File: src/rtl/bcd_to_binary.sv
// Packed-BCD to binary converter (reverse double dabble), one result bit per cycle.
// Optional invalid-digit rejection is enabled by defining BCD_CHECK_EN.
module bcd_to_binary #(
    parameter int DIGITS = 4,
    parameter int BIN_W  = 14
) (
    input  logic                  clk,
    input  logic                  rst,
    input  logic                  start,
    input  logic [4*DIGITS-1:0]   bcd,
    output logic [BIN_W-1:0]      bin,
    output logic                  busy,
    output logic                  ready,
    output logic                  err
);

    localparam int BCD_W = 4 * DIGITS;
    localparam int SR_W  = BCD_W + BIN_W;
    localparam int CNT_W = (BIN_W > 1) ? $clog2(BIN_W) : 1;

    localparam logic [0:0] ST_IDLE    = 1'b0;
    localparam logic [0:0] ST_CONVERT = 1'b1;

    logic [0:0]       state_reg;
    logic [CNT_W-1:0] cnt_reg;
    logic [SR_W-1:0]  sr_reg;
    logic [SR_W-1:0]  shifted;
    logic [SR_W-1:0]  sr_next;
    logic [BCD_W-1:0] digits_corr;
    logic [BIN_W-1:0] bin_reg;
    logic             busy_reg;
    logic             ready_reg;
    logic             last_step;

    assign shifted = sr_reg >> 1;

    // Digits stay in the upper field; any digit that picked up a half-weight bit (>= 8) loses 3.
    generate
        for (genvar gi = 0; gi < DIGITS; gi++) begin : g_corr
            logic [3:0] digit_sh;
            assign digit_sh = shifted[BIN_W + 4*gi +: 4];
            assign digits_corr[4*gi +: 4] = (digit_sh >= 4'd8) ? (digit_sh - 4'd3) : digit_sh;
        end
    endgenerate

    assign sr_next   = {digits_corr, shifted[BIN_W-1:0]};
    assign last_step = (cnt_reg == CNT_W'(BIN_W - 1));

`ifdef BCD_CHECK_EN
    logic [DIGITS-1:0] digit_bad;
    logic              err_reg;

    generate
        for (genvar gi = 0; gi < DIGITS; gi++) begin : g_check
            assign digit_bad[gi] = (bcd[4*gi +: 4] > 4'd9);
        end
    endgenerate

    assign err = err_reg;
`else
    assign err = 1'b0;
`endif

    always_ff @(posedge clk) begin
        if (rst) begin
            state_reg <= ST_IDLE;
            cnt_reg   <= '0;
            sr_reg    <= '0;
            bin_reg   <= '0;
            busy_reg  <= 1'b0;
            ready_reg <= 1'b0;
`ifdef BCD_CHECK_EN
            err_reg   <= 1'b0;
`endif
        end else begin
            case (state_reg)
                ST_IDLE: begin
                    if (start) begin
`ifdef BCD_CHECK_EN
                        if (|digit_bad) begin
                            // Reject without converting: immediate error response.
                            err_reg   <= 1'b1;
                            ready_reg <= 1'b1;
                            bin_reg   <= '0;
                        end else begin
                            err_reg   <= 1'b0;
                            sr_reg    <= {bcd, {BIN_W{1'b0}}};
                            cnt_reg   <= '0;
                            busy_reg  <= 1'b1;
                            ready_reg <= 1'b0;
                            state_reg <= ST_CONVERT;
                        end
`else
                        sr_reg    <= {bcd, {BIN_W{1'b0}}};
                        cnt_reg   <= '0;
                        busy_reg  <= 1'b1;
                        ready_reg <= 1'b0;
                        state_reg <= ST_CONVERT;
`endif
                    end
                end
                default: begin
                    sr_reg  <= sr_next;
                    cnt_reg <= cnt_reg + CNT_W'(1);
                    if (last_step) begin
                        bin_reg   <= sr_next[BIN_W-1:0];
                        busy_reg  <= 1'b0;
                        ready_reg <= 1'b1;
                        cnt_reg   <= '0;
                        state_reg <= ST_IDLE;
                    end
                end
            endcase
        end
    end

    assign bin   = bin_reg;
    assign busy  = busy_reg;
    assign ready = ready_reg;

endmodule

File: config.mk
export PLATFORM = sky130hd
export DESIGN_NAME = bcd_to_binary
export DESIGN_NICKNAME = d
export VERILOG_FILES = /design/src/rtl/bcd_to_binary.sv
export SDC_FILE = /design/constraint.sdc
export NUM_CORES = 1
export LEC_CHECK = 0
export CAP_MARGIN = 10
export CORE_MARGIN = 1
export CORE_UTILIZATION = 50
export DETAILED_ROUTE_END_ITERATION = 16
export PLACE_DENSITY = 0.75
export SLEW_MARGIN = 20
export SYNTH_ARGS = -nofsm -noshare
export SYNTH_HDL_FRONTEND = slang
export SYNTH_SLANG_ARGS = --single-unit
File: constraint.sdc
create_clock -name clk -period 4 [get_ports clk]
set_input_delay 0.8 -clock clk [delete_from_list [all_inputs] [get_ports clk]]
set_output_delay 0.8 -clock clk [all_outputs]
set_load 0.05 [all_outputs]
# Word-level counts from Yosys, hierarchy flattened

Index checks and enable logic that the tools add are counted.

Register bits after elaboration: 51
Input bits: 19
Word-level logic and storage cells: 38

Eq/ne operators: 2
Add/sub/neg operators: 5
Multiplexer cells: 18
Reductions and logical operators: 3
$lt $le $gt $ge: 4

Operators with widths:

| cell                  | count |
|---|---|
| $mux W30              | 2 |
| $mux W4               | 7 |
| $ge A4 B4 Y1 const B  | 3 |
| $sub A4 B2 Y4 const B | 3 |
| $mux W1               | 9 |
| $add A4 B1 Y4 const B | 1 |
| $eq A4 B4 Y1 const B  | 1 |
| $ge A3 B4 Y1 const B  | 1 |
| $reduce_and A2 Y1     | 2 |
| $sub A3 B2 Y4 const B | 1 |
| $ne A2 B1 Y1 const B  | 1 |
| $reduce_bool A2 Y1    | 1 |

# Logic depth before layout (Yosys ltp)

Word-level depth: 3
Gate-level depth with buffers: 7
Depth with buffers taken out: 5

# Worst setup path before layout

No wires, ideal clock.

Path type: input -> register
Start: input start
End: register sr_reg[26]
Required time: 3.872 ns
Slack: 2.460 ns
Library setup time: 0.128 ns
Arrival time: 1.413 ns
Stages: 4
Buffers on the path: 1
Cell sequence: buf_4 > mux2_1 > mux2i_1 > nor2_1

Cells in the longest elaborated chain, start to end: 1

Ends and longest elaborated chain:

| item                         | line | RTL |
|---|---|---|
| start: declaration           | 9    | `input logic start,` |
| $reduce_bool A2 Y1 (no line) | -    |  |
| end signal: assignment       | 94   | `sr_reg <= {bcd, {BIN_W{1'b0}}};` |
| end signal: assignment       | 103  | `sr_reg <= sr_next;` |
| end: declaration             | 26   | `logic [SR_W-1:0] sr_reg;` |

Every way passes these cells.
A chain may end at the register's enable or synchronous reset.

# Worst setup path in the final report

Start: input start
End: register sr_reg[5]

The elaborated chain is that of the path after synthesis.

==> qor_table.md <==
| Quantity | This run |
|:---|:---|
| Wire per inst | 12.5 um |
| Proportion of layout cells with a drive suffix above 1 | 5.96% |
| TritonCTS clock tree | done |
| Cell Area, Synth | 2280 um^2 |
| Number of nets with antenna violations after detailed routing | 0 |
| I/O pin count | 36 |
| First-pass iteration count of the detailed router | 4 |
| Post-synthesis area per instance | 8.76 um^2 |
| Synth area leaders | sky130_fd_sc_hd__dfxtp_1, sky130_fd_sc_hd__a21oi_1, sky130_fd_sc_hd__a211oi_1, sky130_fd_sc_hd__nand2_1, sky130_fd_sc_hd__nor3b_1 |
| Die area | 4830 um^2 |
| Pre-CTS worst setup slack | 1.22 ns |
| Clock buffer depth | 2 |
| Later-pin clock latency in the skew report | 0.30 ns |
| Number of synthesized register bits | 50 |
| Area added between synthesis and finish | 17.7% |
| R2r worst-path depth | 4 |
| Number of hold violations in the final report | 0 |
| End point of the most critical hold path | bin[10] |
| Port Buf Inserts | 34 |
| Hold crit path type | reg2reg |
| Wire length reported by the detailed router | 4200 um |
| Cell accounting for the most synthesized area | sky130_fd_sc_hd__dfxtp_1 |
| Worst Path Arrival | 2.61 ns |
| Congestion Overflow GR | 0 |
| Most frequent cells after synthesis | sky130_fd_sc_hd__dfxtp_1, sky130_fd_sc_hd__a21oi_1, sky130_fd_sc_hd__nand2_1 |
| Final number of setup-violating endpoints | 0 |
| Clock edge transition at the registers on the reported setup and hold paths | 0.09 ns |
| Primary flip-flop cell chosen by synthesis mapping | sky130_fd_sc_hd__dfxtp_1 |
| Total of max-cap violations | 0 |
| Post-layout minimum cycle time | 2.44 ns |
| Worst Tran Pin Value | 1.04 ns |
| Synthesized instance count | 260 |
| Number of buffers inserted for hold repair after clock tree synthesis | 0 |
| Standard-cell row count | 24 |
| Number of instances resized during post-cts repair | 0 |
| Required arrival time at the worst endpoint | 4.17 ns |
| Startpoint of the most critical hold path | bin[10] |
| Final total power | 0.000955 W |
| Number of global-route vias before repair | 1650 |
| Overall via count from detail_route | 1818 |
| Arithmetic-cell share of the synthesized area counting full adders, half adders and majority gates | 4.39% |
| Fraction of synthesized cell area taken by the top area cell type | 43.9% |
| Setup bufs post-CTS | 0 |
| Kind of critical path | in2reg |
| Fmax | 409 MHz |
| Cell leakage power | 0.938 nW |
| Crit Path Max Fanout | 28 |
| Count of final max-slew check failures | 0 |
| Net switching share of the total power | 25.6% |
| Fraction of the yosys area taken by sequential cells | 43.9% |
| Slew Limit Headroom | 30.2% |
| Final clock period utilization by the worst path | 61.1% |
| Result of the run | finished clean |
| Global routing usage summed across all routing layers | 18.6% |
| Die Height | 69.5 um |
| Via count normalized by instance count | 5.39 |
| Layout Nets | 311 |
| Residual DRC | 0 |
| Largest net degree at the start of global routing | 69 |
| Combinational family with the most area after synthesis | simple AND/OR/NAND/NOR gates |
| Number of antenna violations at the first check in global routing | 0 |
| Starting density of the core | 52.3% |
| VDD IR-drop max | 0.292 mV |
| Total clock sinks | 50 |
| Worst setup SP type | input pin |
| End-of-flow core utilization | 61.6% |
| Number of buffers created by CTS | 5 |
| Sequential share of power | 55.7% |
| Post-route setup TNS | 0 ns |
| Clk network pwr share | 32.6% |
| Largest register FFs | 29 |
| PwrDens | 356 nW/um^2 |
| Beginning of the worst register-to-register path | state_reg |
| Switching Power | 0.000245 W |
| Leading cell type by number of instances after synthesis | sky130_fd_sc_hd__dfxtp_1 |
| FFs w/ async S/R, synth | 0% |
| Number of nets in the synthesized netlist | 287 |
| Layout fillers | 386 |
| Master cell of the clock root buffer | sky130_fd_sc_hd__clkbuf_8 |
| Combinational share of power | 11.7% |
| Element type at the critical path end | flop |
| Number of violations reported at the end of detailed-routing iteration 0 | 105 |
| Setup repair after global routing missed its margin | no |
| Number of diodes | 0 |
| Proportion of synthesized area in mux cells | 5.44% |
| Area share of and/or/nand/nor cells after synthesis | 19.3% |
| Fraction of synthesized cell area in xor and xnor cells | 1.92% |
| Final Wtd Congestion | 0.696 |
| Synth cell types | 35 |
| Register-to-register path setup slack | 1.96 ns |
| Post-Route Skew | 0.00625 ns |
| Worst R2R End | bin[1] |
| Worst hold path depth | 2 |
| Die boundary width | 69.5 um |
| Area fraction in compound gates after synthesis | 17.6% |
| Synth warnings | 0 |
| Final WS setup | 1.56 ns |
| Number of levels the H-tree was split into | 2 |
| Pint | 0.000710 W |
| Number of flops mapped to enable cells by yosys | 0 |
| Global-route wire length before repair | 7310 um |
| Total half-perimeter wirelength after legalization and detailed placement | 2620 um |
| Floorplan core area | 4350 um^2 |
[metrics by stage]
step,cell area (um^2),std cells,hold slack [ns]
2_1_floorplan,2280,260,0.427
5_1_grt,2680,337,0.485
6_report,2680,337,0.459
4_1_cts,2680,337,0.466
3_5_place_dp,2580,329,0.449
3_3_place_gp,2580,329,0.446
[layer usage]
metal	track usage (%)	wire length [um]	share of wire, %	vias to the layer above
met2	31.6	1970	47	26
met3	3.63	135	3.2	4
li1	-	-	-	937
met5	0	0	0	-
met4	8.16	48	1.1	0
met1	22.8	2050	49	851
[cell usage in the layout (no fill, tap or decap), types with 6 or more instances in the layout]
master                            instances
sky130_fd_sc_hd__a211oi_1                17
sky130_fd_sc_hd__a21oi_1                 35
sky130_fd_sc_hd__nand2_1                 32
sky130_fd_sc_hd__ha_1                     8
sky130_fd_sc_hd__mux2i_1                  9
sky130_fd_sc_hd__dfxtp_1                 49
sky130_fd_sc_hd__clkbuf_8                 6
sky130_fd_sc_hd__clkdlybuf4s50_1         33
sky130_fd_sc_hd__nor2_1                  20
sky130_fd_sc_hd__nor3b_1                 14
sky130_fd_sc_hd__inv_1                   10
sky130_fd_sc_hd__nor2b_1                 11
[cells by family after synthesis]
logic type,count (synthesis)
flops,50
buf+inv,32
fa+ha+maj,8
simple gates,88
xor+xnor,5
mux,12
compound gates,64
other cells,1
[how the worst max path moves through the flow]
stage | start | endpoint | slack (ns) | depth (start not counted)
after floorplan | start | sr_reg[26] | 2.46 | 4
after detailed placement | start | cnt_reg[1] | 1.22 | 5
after global routing | start | sr_reg[11] | 1.41 | 5
final | start | sr_reg[5] | 1.56 | 5
after global placement | start | cnt_reg[1] | 1.25 | 5
after CTS | start | sr_reg[5] | 1.56 | 5
[area by class of cell]
class	count	area (um^2)	share of cell area, %
Sequential cell	50	1000	37.4
Clock inverter	2	17.5	0.653
Timing Repair Buffer	37	358	13.3
Inverter	12	45.0	1.68
Multi-Input combinational cell	178	1110	41.5
Clock buffer	6	82.6	3.08
Tap cell	52	65.1	2.43
[critical path, cell delays in order]
cell,delay [ns]
sky130_fd_sc_hd__clkdlybuf4s50_1,1.16
sky130_fd_sc_hd__buf_4,0.35
sky130_fd_sc_hd__nor3b_1,0.07
sky130_fd_sc_hd__a21oi_1,0.17
sky130_fd_sc_hd__nor2_1,0.05
[power groups by stage]
stage / Combinational (W) / Sequential [W] / Clock (W)
5_1_grt: 0.000125 / 0.000535 / 0.000340
3_5_place_dp: 0.000112 / 0.000544 / 0
3_3_place_gp: 0.000110 / 0.000543 / 0
4_1_cts: 0.000113 / 0.000532 / 0.000322
2_1_floorplan: 0.0000819 / 0.000542 / 0
6_report: 0.000112 / 0.000532 / 0.000311
Note: power is estimated with default switching activity, not from simulation.
